`config.mk`:
```
export PLATFORM = sky130hd
export DESIGN_NAME = ex_wb_stage_flat
export DESIGN_NICKNAME = d
export VERILOG_FILES = /design/src/rtl/ex_wb_stage_if.sv /design/src/rtl/ex_wb_stage.sv /design/src/flat_wrapper.sv
export SDC_FILE = /design/constraint.sdc
export NUM_CORES = 1
export LEC_CHECK = 0
export BUFFER_PORTS_ARGS = -buffer_cell sky130_fd_sc_hd__buf_2
export CORE_UTILIZATION = 60
export CTS_CLUSTER_SIZE = 16
export DETAILED_ROUTE_END_ITERATION = 10
export GPL_TIMING_DRIVEN = 0
export HOLD_SLACK_MARGIN = 0.03
export PLACE_DENSITY = 0.8
export SLEW_MARGIN = 0
export SYNTH_ARGS = -nofsm -noshare
export SYNTH_HDL_FRONTEND = slang
export SYNTH_SLANG_ARGS = --single-unit
```
`constraint.sdc`:
```
create_clock -name clk -period 5.6 [get_ports clk]
set_input_delay 0.84 -clock clk [delete_from_list [all_inputs] [get_ports clk]]
set_output_delay 0.84 -clock clk [all_outputs]
set_load 0.05 [all_outputs]
```
`src/rtl/ex_wb_stage_if.sv`:
```
// Execute/writeback stage bus: upstream-register operands and control in,
// register-file writeback port and stall out.
interface ex_wb_stage_if #(
  parameter int DATA_W = 10,
  parameter int ADDR_W = 3
);
  logic [ADDR_W-1:0] gp_rdata1_address_in;
  logic [ADDR_W-1:0] gp_rdata2_address_in;
  logic [DATA_W-1:0] aluA_in;
  logic [DATA_W-1:0] aluB_in;
  logic [2:0]        alu_ctrl_in;
  logic              gp_reg_wb_in;

  logic [DATA_W-1:0] gp_wdata;
  logic [ADDR_W-1:0] gp_waddr;
  logic              gp_we;
  logic              zero_out;
  logic              stall;

  modport master (
    output gp_rdata1_address_in,
    output gp_rdata2_address_in,
    output aluA_in,
    output aluB_in,
    output alu_ctrl_in,
    output gp_reg_wb_in,
    input  gp_wdata,
    input  gp_waddr,
    input  gp_we,
    input  zero_out,
    input  stall
  );

  modport slave (
    input  gp_rdata1_address_in,
    input  gp_rdata2_address_in,
    input  aluA_in,
    input  aluB_in,
    input  alu_ctrl_in,
    input  gp_reg_wb_in,
    output gp_wdata,
    output gp_waddr,
    output gp_we,
    output zero_out,
    output stall
  );
endinterface

```
`src/rtl/ex_wb_stage.sv`:
```
// Execute/writeback stage: single-cycle ALU plus iterative shift-add multiply,
// self-forwarding of the pending result and a stall to the upstream register.
module ex_wb_stage #(
  parameter int DATA_W   = 10,
  parameter int ADDR_W   = 3,
  parameter int MUL_ITER = 10
) (
  input  logic         clk,
  input  logic         reset,
  ex_wb_stage_if.slave bus
);

  localparam int CNT_W = (MUL_ITER > 1) ? $clog2(MUL_ITER) : 1;
  localparam logic [CNT_W-1:0] LAST_ITER = CNT_W'(MUL_ITER - 1);

  localparam logic [2:0] OP_ADD = 3'b000;
  localparam logic [2:0] OP_SUB = 3'b001;
  localparam logic [2:0] OP_AND = 3'b010;
  localparam logic [2:0] OP_OR  = 3'b011;
  localparam logic [2:0] OP_XOR = 3'b100;
  localparam logic [2:0] OP_SLL = 3'b101;
  localparam logic [2:0] OP_SRL = 3'b110;
  localparam logic [2:0] OP_MUL = 3'b111;

  typedef enum logic {
    IDLE,
    BUSY
  } state_t;

  state_t state, state_next;

  logic [DATA_W-1:0] wdata_q;
  logic [ADDR_W-1:0] waddr_q;
  logic              we_q;
  logic              zero_q;

  logic [DATA_W-1:0] mcand;
  logic [DATA_W-1:0] mplier;
  logic [DATA_W-1:0] acc;
  logic [CNT_W-1:0]  count;
  logic [ADDR_W-1:0] cap_rd;
  logic              cap_wb;

  logic [DATA_W-1:0] op_a;
  logic [DATA_W-1:0] op_b;
  logic [3:0]        shamt;
  logic [DATA_W-1:0] alu_res;
  logic [DATA_W-1:0] acc_step;
  logic              load_mul;
  logic              mul_done;
  logic              stall_c;

  // The only result not yet in the register file is our own registered one.
  always_comb begin
    op_a = bus.aluA_in;
    op_b = bus.aluB_in;
    if (we_q && (waddr_q == bus.gp_rdata1_address_in)) op_a = wdata_q;
    if (we_q && (waddr_q == bus.gp_rdata2_address_in)) op_b = wdata_q;
  end

  always_comb begin
    shamt   = op_b[3:0];
    alu_res = '0;
    case (bus.alu_ctrl_in)
      OP_ADD:  alu_res = op_a + op_b;
      OP_SUB:  alu_res = op_a - op_b;
      OP_AND:  alu_res = op_a & op_b;
      OP_OR:   alu_res = op_a | op_b;
      OP_XOR:  alu_res = op_a ^ op_b;
      OP_SLL:  alu_res = (int'(shamt) >= DATA_W) ? '0 : (op_a << shamt);
      OP_SRL:  alu_res = (int'(shamt) >= DATA_W) ? '0 : (op_a >> shamt);
      default: alu_res = '0;
    endcase
  end

  always_comb begin
    acc_step = acc;
    if (mplier[0]) acc_step = acc + mcand;
  end

  always_comb begin
    state_next = state;
    load_mul   = 1'b0;
    mul_done   = 1'b0;
    stall_c    = 1'b0;
    case (state)
      IDLE: begin
        if (bus.alu_ctrl_in == OP_MUL) begin
          load_mul   = 1'b1;
          stall_c    = 1'b1;
          state_next = BUSY;
        end
      end
      BUSY: begin
        if (count == LAST_ITER) begin
          mul_done   = 1'b1;
          state_next = IDLE;
        end else begin
          stall_c = 1'b1;
        end
      end
      default: state_next = IDLE;
    endcase
  end

  always_ff @(posedge clk or posedge reset) begin
    if (reset) state <= IDLE;
    else       state <= state_next;
  end

  // Stall drops in the final BUSY cycle so upstream advances as the product is written.
  always_ff @(posedge clk or posedge reset) begin
    if (reset) begin
      wdata_q <= '0;
      waddr_q <= '0;
      we_q    <= 1'b0;
      zero_q  <= 1'b0;
      mcand   <= '0;
      mplier  <= '0;
      acc     <= '0;
      count   <= '0;
      cap_rd  <= '0;
      cap_wb  <= 1'b0;
    end else if (load_mul) begin
      mcand  <= op_a;
      mplier <= op_b;
      acc    <= '0;
      count  <= '0;
      cap_rd <= bus.gp_rdata1_address_in;
      cap_wb <= bus.gp_reg_wb_in;
      we_q   <= 1'b0;
    end else if (state == BUSY) begin
      acc    <= acc_step;
      mcand  <= mcand << 1;
      mplier <= mplier >> 1;
      if (mul_done) begin
        count   <= '0;
        waddr_q <= cap_rd;
        we_q    <= cap_wb;
        if (cap_wb) begin
          wdata_q <= acc_step;
          zero_q  <= (acc_step == '0);
        end
      end else begin
        count <= count + CNT_W'(1);
        we_q  <= 1'b0;
      end
    end else begin
      waddr_q <= bus.gp_rdata1_address_in;
      we_q    <= bus.gp_reg_wb_in;
      if (bus.gp_reg_wb_in) begin
        wdata_q <= alu_res;
        zero_q  <= (alu_res == '0);
      end
    end
  end

  assign bus.gp_wdata = wdata_q;
  assign bus.gp_waddr = waddr_q;
  assign bus.gp_we    = we_q;
  assign bus.zero_out = zero_q;
  assign bus.stall    = stall_c;

endmodule

```
`src/flat_wrapper.sv`:
```
// flat-port wrapper written by rule: the top's interface ports become plain ports
module ex_wb_stage_flat 
#(
  parameter int DATA_W   = 10,
  parameter int ADDR_W   = 3,
  parameter int MUL_ITER = 10
)
  (clk, reset, bus_gp_rdata1_address_in, bus_gp_rdata2_address_in, bus_aluA_in, bus_aluB_in, bus_alu_ctrl_in, bus_gp_reg_wb_in, bus_gp_wdata, bus_gp_waddr, bus_gp_we, bus_zero_out, bus_stall);
  ex_wb_stage_if #(.DATA_W(DATA_W), .ADDR_W(ADDR_W)) bus_i ();
  input  logic clk;
  input  logic reset;
  input wire logic [$bits(bus_i.gp_rdata1_address_in)-1:0] bus_gp_rdata1_address_in;
  input wire logic [$bits(bus_i.gp_rdata2_address_in)-1:0] bus_gp_rdata2_address_in;
  input wire logic [$bits(bus_i.aluA_in)-1:0] bus_aluA_in;
  input wire logic [$bits(bus_i.aluB_in)-1:0] bus_aluB_in;
  input wire logic [$bits(bus_i.alu_ctrl_in)-1:0] bus_alu_ctrl_in;
  input wire logic [$bits(bus_i.gp_reg_wb_in)-1:0] bus_gp_reg_wb_in;
  output wire logic [$bits(bus_i.gp_wdata)-1:0] bus_gp_wdata;
  output wire logic [$bits(bus_i.gp_waddr)-1:0] bus_gp_waddr;
  output wire logic [$bits(bus_i.gp_we)-1:0] bus_gp_we;
  output wire logic [$bits(bus_i.zero_out)-1:0] bus_zero_out;
  output wire logic [$bits(bus_i.stall)-1:0] bus_stall;
  assign bus_i.gp_rdata1_address_in = bus_gp_rdata1_address_in;
  assign bus_i.gp_rdata2_address_in = bus_gp_rdata2_address_in;
  assign bus_i.aluA_in = bus_aluA_in;
  assign bus_i.aluB_in = bus_aluB_in;
  assign bus_i.alu_ctrl_in = bus_alu_ctrl_in;
  assign bus_i.gp_reg_wb_in = bus_gp_reg_wb_in;
  assign bus_gp_wdata = bus_i.gp_wdata;
  assign bus_gp_waddr = bus_i.gp_waddr;
  assign bus_gp_we = bus_i.gp_we;
  assign bus_zero_out = bus_i.zero_out;
  assign bus_stall = bus_i.stall;
  ex_wb_stage #(.DATA_W(DATA_W), .ADDR_W(ADDR_W), .MUL_ITER(MUL_ITER)) u_core (.clk(clk), .reset(reset), .bus(bus_i));
endmodule
```
* Word-level counts from Yosys, hierarchy flattened
Cells that the tools add are included.
** Storage, ports and cells
- Flip-flop bits (word level) :: 54
- Latch bits :: 0
- Memory bits (writable) :: 0
- ROM bits :: 0
- Bits of input ports :: 32
- Output and inout bits :: 16
- Logic and storage cells :: 78
- Memories :: 0
** Cells by class
- Add/subtract/negate cells :: 4
- $mul :: 0
- Divide/modulo/power cells :: 0
- Order comparisons :: 1
- Eq/ne operators :: 12
- Shift-type cells :: 2
- Multiplexer cells :: 34
- Bitwise operators :: 5
- Reductions and logical operators :: 9
** Operators by type and width (number)
- 2-to-1 mux 10 bit :: 15
- one-hot mux 10 bit (7 select lines) :: 1
- adder 10 bit :: 2
- logical NOT 10 bit :: 2
- equality test 3 bit (second input constant) :: 4
- 2-to-1 mux 1 bit :: 12
- 2-to-1 mux 4 bit :: 3
- AND 10 bit :: 1
- bitwise OR 10 bit :: 1
- << shifter 10 x 4 -> 10 bit :: 1
- >> shifter 10 x 4 -> 10 bit :: 1
- subtractor 10 bit :: 1
- XOR 10 bit :: 1
- equality test 3 x 2 -> 1 bit (second input constant) :: 2
- equality test 3 bit :: 2
- 2-to-1 mux 3 bit :: 2
- adder 4 x 1 -> 4 bit (second input constant) :: 1
- equality test 4 bit (second input constant) :: 1
- >= comparator 4 bit (second input constant) :: 1
- != test 2 bit (second input constant) :: 2
- AND reduction 4 bit :: 1
- nonzero test 2 bit :: 2
- equality test 3 x 1 -> 1 bit (second input constant) :: 1
- logical NOT 3 bit :: 1
- other kinds (4) :: 6

* Logic depth before layout (Yosys ltp)
Gate-level depths: netlist of run 1.
- Depth in word-level cells :: 9
- Mapped depth :: 21
- Mapped depth without buffers :: 19

* Least setup slack after synthesis of run 1
Ideal clock, no wire load.
- Path type :: input to register
- From :: in bus_gp_rdata2_address_in[0]
- To :: reg u_core.zero_q (netlist: u_core.bus.zero_out)
- Setup time :: 0.065 ns
- Arrival time :: 4.307 ns
- Data required time :: 5.535 ns
- Setup slack :: 1.227 ns
- Stages :: 19
- Path buffers :: 2
- Cell sequence :: xnor2_1 nand4_4 mux2_4 buf_6 inv_12 buf_8 ha_1 a21oi_1 xnor2_1 ha_1 nor2b_1 o31a_1 o21ai_0 a21o_1 a311oi_1 a2111oi_2 nand3_1 nor4_1 a211o_1
** Between the ends
- Longest elaborated chain between the ends :: 9
- Elaborated cells on any way between the ends :: 17
- Classes of those cells :: add/sub: 2; order compare: 1; eq/ne: 1; shift: 2; mux: 6; bitwise: 3; reduce/logical: 2
** Ends and longest elaborated chain
- start, declared :: RTL line flat_wrapper.sv:13 : input wire logic [$bits(bus_i.gp_rdata2_address_in)-1:0] bus_gp_rdata2_address_in;
- equality test 3 bit (*) :: RTL line ex_wb_stage.sv:58 : if (we_q && (waddr_q == bus.gp_rdata2_address_in)) op_b = wdata_q;
- logical AND 1 bit (*) :: RTL line ex_wb_stage.sv:58
- 2-to-1 mux 10 bit (*) :: RTL line ex_wb_stage.sv:58
- branches (longest 2 deep; another with subtractor 10 bit)
- one-hot mux 10 bit (7 select lines) (*) :: RTL line ex_wb_stage.sv:64 : case (bus.alu_ctrl_in)
- logical NOT 10 bit (*) :: RTL line ex_wb_stage.sv:153 : zero_q <= (alu_res == '0);
- 2-to-1 mux 1 bit (*) :: RTL line ex_wb_stage.sv:151 : if (bus.gp_reg_wb_in) begin
- 2-to-1 mux 1 bit (*) :: RTL line ex_wb_stage.sv:132 : end else if (state == BUSY) begin
- end signal, assigned :: RTL line ex_wb_stage.sv:142 : zero_q <= (acc_step == '0);
- end signal, assigned :: RTL line ex_wb_stage.sv:153
- end, declared :: RTL line ex_wb_stage.sv:35 : logic zero_q;
Mark *: on every way between the ends. The select of a mux whose other input is x is not followed.
A chain may end at the register's enable or synchronous reset.

* Worst setup path in the final report of run 1
- From :: in bus_gp_rdata2_address_in[1]
- To :: reg u_core.zero_q (netlist: u_core.bus.zero_out)
Same word-level chain as after synthesis.

==> metrics.md, run 1 <==
| Metric | Value |
|---|---|
| Worst EP arrival | 5.23 ns |
| Worst Setup Start Kind | input pin |
| Clock Path Buffers | 2 |
| Sinks on Clock Net | 54 |
| Die area | 0.00900 mm2 |
| Drt via density | 6.46 |
| Distinct cell type count after synthesis | 70 |
| Critical R2R Launch | u_core.bus.gp_waddr[1]$_DFFE_PP0P_ |
| DR pass1 iterations | 6 |
| PD cells | 416 mW/mm2 |
| CP cell instances | buf_2 > xnor2_1 > nand4_4 > mux2i_2 > inv_2 > nor2_2 > nand2_1 > nand2_1 > xnor2_1 > ha_1 > o21a_1 > o31a_1 > o21ai_0 > a21o_1 > a311oi_1 > a2111oi_2 > nand3_1 > nor4_1 > a211o_1 |
| Final setup skew | 0.00867 ns |
| Max Fclk | 0.201 GHz |
| Post-synth top flop | dfrtp_1 |
| Crit path time final | 4.99 ns |
| Area Overhead vs Synth | 9.13% |
| Critical path's slowest cell | mux2i_2 |
| Iter 0 DRT Violations | 394 |
| Max H-tree Level | 2 |
| Placed inst area | 0.00556 mm2 |
| CTS Buf Count | 5 |
| Max-cap viol count | 0 |
| Largest family of logic cells by synthesized area | compound AO/OA/AOI/OAI gates |
| Post-CTS Hold Buffers | 0 |
| CP max FO | 7 |
| Critical path required time | 5.84 ns |
| Slowest Stage Delay on Critical Path | 0.66 ns |
| CP endpoint kind | register |
| Cell Rows | 33 |
| Placed wire-length estimate | 12,500 um |
| Root buffer cell | clkbuf_8 |
| Port bufs | 46 |
| Setup CP Type | input pin to register |
| Switching share of total power | 0.513 |
| Final ANT Viol Nets | 0 |
| DIE HEIGHT | 94.9 um |
| Worst slew margin | 0.263 |
| Antenna cells | 0 |
| Post-synthesis mux area share | 0.128 |
| Hold WS | 0.494 ns |
| VDD IR max | 0.000342 V |
| Seq/Total Area, Yosys | 0.261 |
| Period utilization | 0.890 |
| Combinational Power Share | 0.601 |
| Setup bufs post-CTS | 0 |
| Drt total wl | 16,200 um |
| Clock power share | 0.094 |
| Post-synth EDFFs | 0 |
| Core Footprint | 0.00830 mm2 |
| Post-Layout Inst Area | 0.00565 mm2 |
| Worst Setup SP | bus_gp_rdata2_address_in[1] |
| Routed len/inst | 20.5 um |
| Vias | 5,093 |
| Clk slew on worst S/H paths | 0.09 ns |
| Mapped Cells | 629 |
| Num ports | 48 |
| Net Switching | 1.20 mW |
| Hold Path Class | register to register |
| Worst skew pair latency | 0.31 ns |
| Yosys warning count | 0 |
| Wire length of the first global-routing pass | 25,100 um |
| Synth Cell Area | 0.00518 mm2 |
| Gr ovfl total | 0 |
| Synth Area in Adders | 0.109 |
| Vias in the first global route | 4,752 |
| Layout cell share with drive strength beyond 1 | 0.155 |
| Async S/R FF share, synth | 1.00 |
| Initial core utilization | 0.624 |
| Share of power burned in registers | 0.305 |
| Register bit total from synthesis | 54 |
| Chip width | 94.9 um |
| Syn Area/Cell | 8.23 um2 |
| Slew @ Worst Pin | 1.07 ns |
| Setup tns final | 0 ns |
| Worst hold start | u_core.mplier[2]$_DFFE_PP0P_ |
| Largest net degree at the start of global routing | 34 |
| DRC errors left | 0 |
| Nets | 759 |
| # setup viols final | 0 |
| Status | completed |
| RSZ-0062 raised after global routing | false |
| Hold Fails Final Rpt | 0 |
| Syn nets | 705 |
| CTS resizes | 0 |
| Simple logic cell fraction of the synthesized area | 0.163 |
| Initial antenna violation count | 0 |
| Leak | 2.65 nW |
| Compound-cell area share of the yosys netlist | 0.234 |
| Power Internal | 1.15 mW |
| Max-slew violation count | 0 |
| Total GRT Usage | 0.372 |
| GP Congestion | 0.996 |
| CTS tree | yes |
| Synth Area in XOR/XNOR | 0.0474 |
synthesized netlist by cell type, types with 5 or more instances:
cell / n / area [um2]
nor3_1: 10 / 50.1
nand3_1: 8 / 40.0
mux2_2: 13 / 146
dfrtp_1: 54 / 1350
a21oi_1: 51 / 255
mux2i_1: 30 / 300
nand2_1: 92 / 345
a21o_1: 7 / 52.6
clkbuf_1: 20 / 75.1
ha_1: 42 / 526
o21ai_0: 57 / 285
inv_1: 31 / 116
a211oi_1: 8 / 60.1
nor2_1: 56 / 210
nand4_1: 5 / 31.3
o211ai_1: 8 / 60.1
o21a_1: 9 / 67.6
mux2i_2: 8 / 110
xnor2_1: 25 / 219
a31oi_1: 10 / 62.6
logic make-up (layout without fill, tap and decap cells):
kind of cell | Yosys count | in the layout
buffers and inverters | 64 | 119
xor gates and xnor gates | 28 | 28
DFF | 54 | 54
muxes | 56 | 56
and+or+nand+nor | 192 | 192
AOI/OAI and AO/OA | 191 | 191
adders and majority gates | 44 | 44
state kept, by name, summed over array words and instances, names as in the netlist, 3 cells and up:
signal,flops
u_core.cap_rd,3
u_core.mplier,10
u_core.mcand,10
u_core.acc,10
u_core.bus.gp_wdata,10
u_core.bus.gp_waddr,3
u_core.count,4
worst max-delay path: cells and delay by family:
| kind | cells | cell delay (ns) |
|---|---|---|
| xor+xnor | 2 | 0.31 |
| simple gates | 6 | 1.25 |
| compound gates | 7 | 1.50 |
| buf+inv | 2 | 0.31 |
| fa+ha+maj | 1 | 0.34 |
| mux | 1 | 0.66 |
metrics by stage:
step                 util  worst slack (ns)  power [mW]  std cells
CTS                 0.681             0.698        2.33        789
floorplan               -              1.23        1.73        629
global route        0.681             0.408        2.50        789
detailed placement  0.670             0.388        2.10        781
finish              0.681             0.614        2.35        789
global placement    0.667             0.406        2.05        780
power groups by stage:
stage / Combinational, mW / Clock, mW / Sequential [mW]
5_1_grt: 1.53 / 0.238 / 0.735
2_1_floorplan: 0.876 / 0 / 0.854
6_report: 1.41 / 0.221 / 0.717
3_5_place_dp: 1.38 / 0 / 0.720
3_3_place_gp: 1.34 / 0 / 0.709
4_1_cts: 1.39 / 0.226 / 0.713
layout make-up:
cell class / count / area [um2]
sequential: 54 / 1350
fill: 701 / 2650
tap: 105 / 131
clock buffer: 7 / 86.3
timing repair buffer: 47 / 250
inverter: 36 / 150
buffer: 28 / 146
clock inverter: 1 / 5.00
multi-input combinational: 511 / 3530
path summary, 6_finish.rpt:
check / end / cells after the start / slack, ns
max in group asynchronous: u_core.mcand[6]$_DFFE_PP0P_ / 3 / 4.52
min: u_core.mplier[1]$_DFFE_PP0P_ / 2 / 0.49
max: u_core.bus.zero_out$_DFFE_PP0P_ / 19 / 0.61
max reg2reg: u_core.bus.zero_out$_DFFE_PP0P_ / 18 / 0.77
min reg2reg: u_core.mplier[1]$_DFFE_PP0P_ / 2 / 0.49
min in group asynchronous: u_core.mplier[7]$_DFFE_PP0P_ / 2 / 0.54
layer usage:
metal | track usage | part of all wire
met3 | 0.0483 | 0.072
met5 | 0 | 0
met1 | 0.463 | 0.40
met2 | 0.631 | 0.48
met4 | 0.186 | 0.042
layout by cell type (no fill, tap or decap), types with 3 or more instances in the layout:
cell      Yosys  layout
mux2_2       13      13
o22ai_1       3       3
a21oi_1      51      51
xnor2_1      25      25
clkbuf_1     20      21
nand2_1      92      92
a22oi_1       4       4
a31oi_1      10      10
xor2_1        3       3
nand3_1       8       8
inv_1        31      30
buf_2         3      49
nor3_1       10      10
inv_2         3       4
mux2i_1      30      30
a211oi_1      8       8
dfrtp_1      54      54
nor2b_1       4       4
o21ai_0      57      57
o211ai_1      8       8
ha_1         42      42
mux2i_2       8       8
o31a_1        3       3
o221ai_1      3       3
nor2_1       56      56
clkbuf_8      0       6
o21a_1        9       9
mux2i_4       4       4
a21o_1        7       7
nand4_1       5       5
buf_6         3       3
Power figures use the tool's default switching activity.
==> run 2: changes to the inputs <==
==> constraint.sdc (replaced) <==
create_clock -name clk -period 5.6 [get_ports clk]
set_input_delay 0 -clock clk [delete_from_list [all_inputs] [get_ports clk]]
set_output_delay 0 -clock clk [all_outputs]
set_load 0.05 [all_outputs]
==> metrics.md, run 2 (same netlist as run 1, synthesis figures left out) <==
| Metric | Value |
|---|---|
| GP Congestion | 0.996 (unchanged) |
| RSZ-0062 raised after global routing | false (unchanged) |
| Worst Setup Start Kind | register (was input pin) |
| Setup tns final | 0 ns (unchanged) |
| Vias | 5,084 (was 5,093) |
| Most common cell after layout, fill and taps aside | nand2_1 (unchanged) |
| Net Switching | 1.21 mW (was 1.20 mW) |
| Placed cells | 781 (unchanged) |
| Hold Fails Final Rpt | 0 (unchanged) |
| Final WS setup | 0.753 ns (was 0.614 ns) |
| # setup viols final | 0 (unchanged) |
| Cell Rows | 33 (unchanged) |
| Gr ovfl total | 0 (unchanged) |
| Placed wire-length estimate | 12,500 um (unchanged) |
| Layout cell share with drive strength beyond 1 | 0.154 (was 0.155) |
| Crit path time final | 4.85 ns (was 4.99 ns) |
| Setup CP Type | register to register (was input pin to register) |
| Combinational Power Share | 0.601 (about the same) |
| Finished Layout Cells | 794 (was 789) |
| DR pass1 iterations | 5 (was 6) |
| PD cells | 413 mW/mm2 (was 416 mW/mm2) |
| Area Overhead vs Synth | 10.1% (was 9.13%) |
| CTS Buf Count | 5 (unchanged) |
| Critical path required time | 5.84 ns (about the same) |
| DIE HEIGHT | 94.9 um (unchanged) |
| CTS tree | yes (unchanged) |
| Worst skew pair latency | 0.31 ns (about the same) |
| Vias in the first global route | 4,787 (was 4,752) |
| Max-cap viol count | 0 (unchanged) |
| Initial antenna violation count | 0 (unchanged) |
| Drt total wl | 16,300 um (was 16,200 um) |
| Hold Path Class | input pin to register (was register to register) |
| Worst EP arrival | 5.09 ns (was 5.23 ns) |
| Antenna cells | 0 (unchanged) |
| Drt via density | 6.40 (was 6.46) |
| Initial core utilization | 0.624 (unchanged) |
| VDD IR max | 0.000349 V (was 0.000342 V) |
| Root buffer cell | clkbuf_8 (unchanged) |
| Final setup skew | 0.0101 ns (was 0.00867 ns) |
| Final Power | 2.35 mW (about the same) |
| Power Internal | 1.15 mW (about the same) |
| Share of power burned in registers | 0.304 (was 0.305) |
| Commonest cells after routing, fill and taps aside | nand2_1, o21ai_0, nor2_1 (unchanged) |
| DRC errors left | 0 (unchanged) |
| CP endpoint kind | register (unchanged) |
| Worst slew margin | 0.259 (was 0.263) |
| Routed len/inst | 20.5 um (about the same) |
| Total GRT Usage | 0.376 (was 0.372) |
| Switching share of total power | 0.512 (was 0.513) |
| Max H-tree Level | 2 (unchanged) |
| Final ANT Viol Nets | 0 (unchanged) |
| Period utilization | 0.866 (was 0.890) |
| Max-slew violation count | 0 (unchanged) |
| Port bufs | 46 (unchanged) |
| Max Fclk | 0.206 GHz (was 0.201 GHz) |
| Clock Path Buffers | 2 (unchanged) |
| Iter 0 DRT Violations | 351 (was 394) |
| Leak | 2.67 nW (was 2.65 nW) |
| Post-Route Utilization | 0.687 (was 0.681) |
| Post-Place Worst Slack | 0.884 ns (was 0.388 ns) |
| Clock power share | 0.095 (was 0.094) |
| Slew @ Worst Pin | 1.08 ns (was 1.07 ns) |
| Die area | 0.00900 mm2 (unchanged) |
| Core Footprint | 0.00830 mm2 (unchanged) |
| Wire length of the first global-routing pass | 25,300 um (was 25,100 um) |
| Clk slew on worst S/H paths | 0.10 ns (was 0.09 ns) |
| Sinks on Clock Net | 54 (unchanged) |
| Num ports | 48 (unchanged) |
| CP max FO | 7 (unchanged) |
| Chip width | 94.9 um (unchanged) |
| # fillers | 691 (was 701) |
| Nets | 764 (was 759) |
| Status | completed (unchanged) |
| Largest net degree at the start of global routing | 34 (unchanged) |
| Setup bufs post-CTS | 0 (unchanged) |
[run 2: cell types whose count changed in the layout (fill, tap and decap cells not counted), sizes merged]
cell / before / now
dlygate4sd3: 0 / 5
[run 2: what timing repair did]
action | CTS | global route
resized for setup | 0 | 0
endpoints found under the hold margin | 25 | 0
hold buffers | 5 | 0
[run 2: per-stage QoR]
| stage | area (um2) | hold slack [ns] |
|---|---|---|
| final | 5700 | 0.132 |
| after global routing | 5700 | 0.181 |
| after CTS | 5700 | 0.135 |
| after detailed placement | 5560 | 0.0367 |
| after global placement | 5540 | 0.260 |
| after floorplan | 5180 | 0.152 |
[run 2: power by group through the flow]
| stage | logic, mW | clock network (mW) | registers [mW] |
|---|---|---|---|
| 2_1_floorplan | 0.876 | 0 | 0.854 |
| 3_3_place_gp | 1.34 | 0 | 0.709 |
| 3_5_place_dp | 1.38 | 0 | 0.720 |
| 4_1_cts | 1.40 | 0.226 | 0.713 |
| 5_1_grt | 1.53 | 0.238 | 0.736 |
| 6_report | 1.41 | 0.224 | 0.717 |
[run 2: worst max-delay path, stage by stage, from the launching register on]
cell and delay [ns]:
dfrtp_1 0.44, xnor2_1 0.29, nand4_4 0.24, mux2i_2 0.67
inv_2 0.21, nor2_2 0.26, nand2_1 0.12, nand2_1 0.09
xnor2_1 0.07, ha_1 0.34, o21a_1 0.12, o31a_1 0.10
o21ai_0 0.30, a21o_1 0.20, a311oi_1 0.14, a2111oi_2 0.48
nand3_1 0.15, nor4_1 0.39, a211o_1 0.17
[run 2: worst paths after layout]
check	start	to	slack, ns	cells past startpoint
max reg2reg	u_core.bus.gp_waddr[1]$_DFFE_PP0P_	u_core.bus.zero_out$_DFFE_PP0P_	0.75	18
max	u_core.bus.gp_waddr[1]$_DFFE_PP0P_	u_core.bus.zero_out$_DFFE_PP0P_	0.75	18
min in group asynchronous	reset	u_core.mplier[7]$_DFFE_PP0P_	0.25	3
min	bus_aluB_in[9]	u_core.mplier[9]$_DFFE_PP0P_	0.13	5
min reg2reg	u_core.mplier[2]$_DFFE_PP0P_	u_core.mplier[1]$_DFFE_PP0P_	0.49	2
max in group asynchronous	reset	u_core.mplier[1]$_DFFE_PP0P_	4.81	4
[run 2: final cells by class]
type	instances	area [um2]	share of cell area
Clock buffer	7	86.3	0.0151
Multi-Input combinational cell	511	3530	0.619
Inverter	36	150	0.0263
Clock inverter	1	5.00	0.000878
Sequential cell	54	1350	0.237
Buffer	28	146	0.0257
Timing Repair Buffer	52	300	0.0527
Tap cell	105	131	0.0230
[run 2: routing by layer]
metal | vias to the layer above | share of wire | global-route usage
met5 | - | 0 | 0
met4 | 0 | 0.042 | 0.191
met3 | 52 | 0.078 | 0.0515
met2 | 255 | 0.49 | 0.638
met1 | 2411 | 0.39 | 0.466
li1 | 2366 | - | -
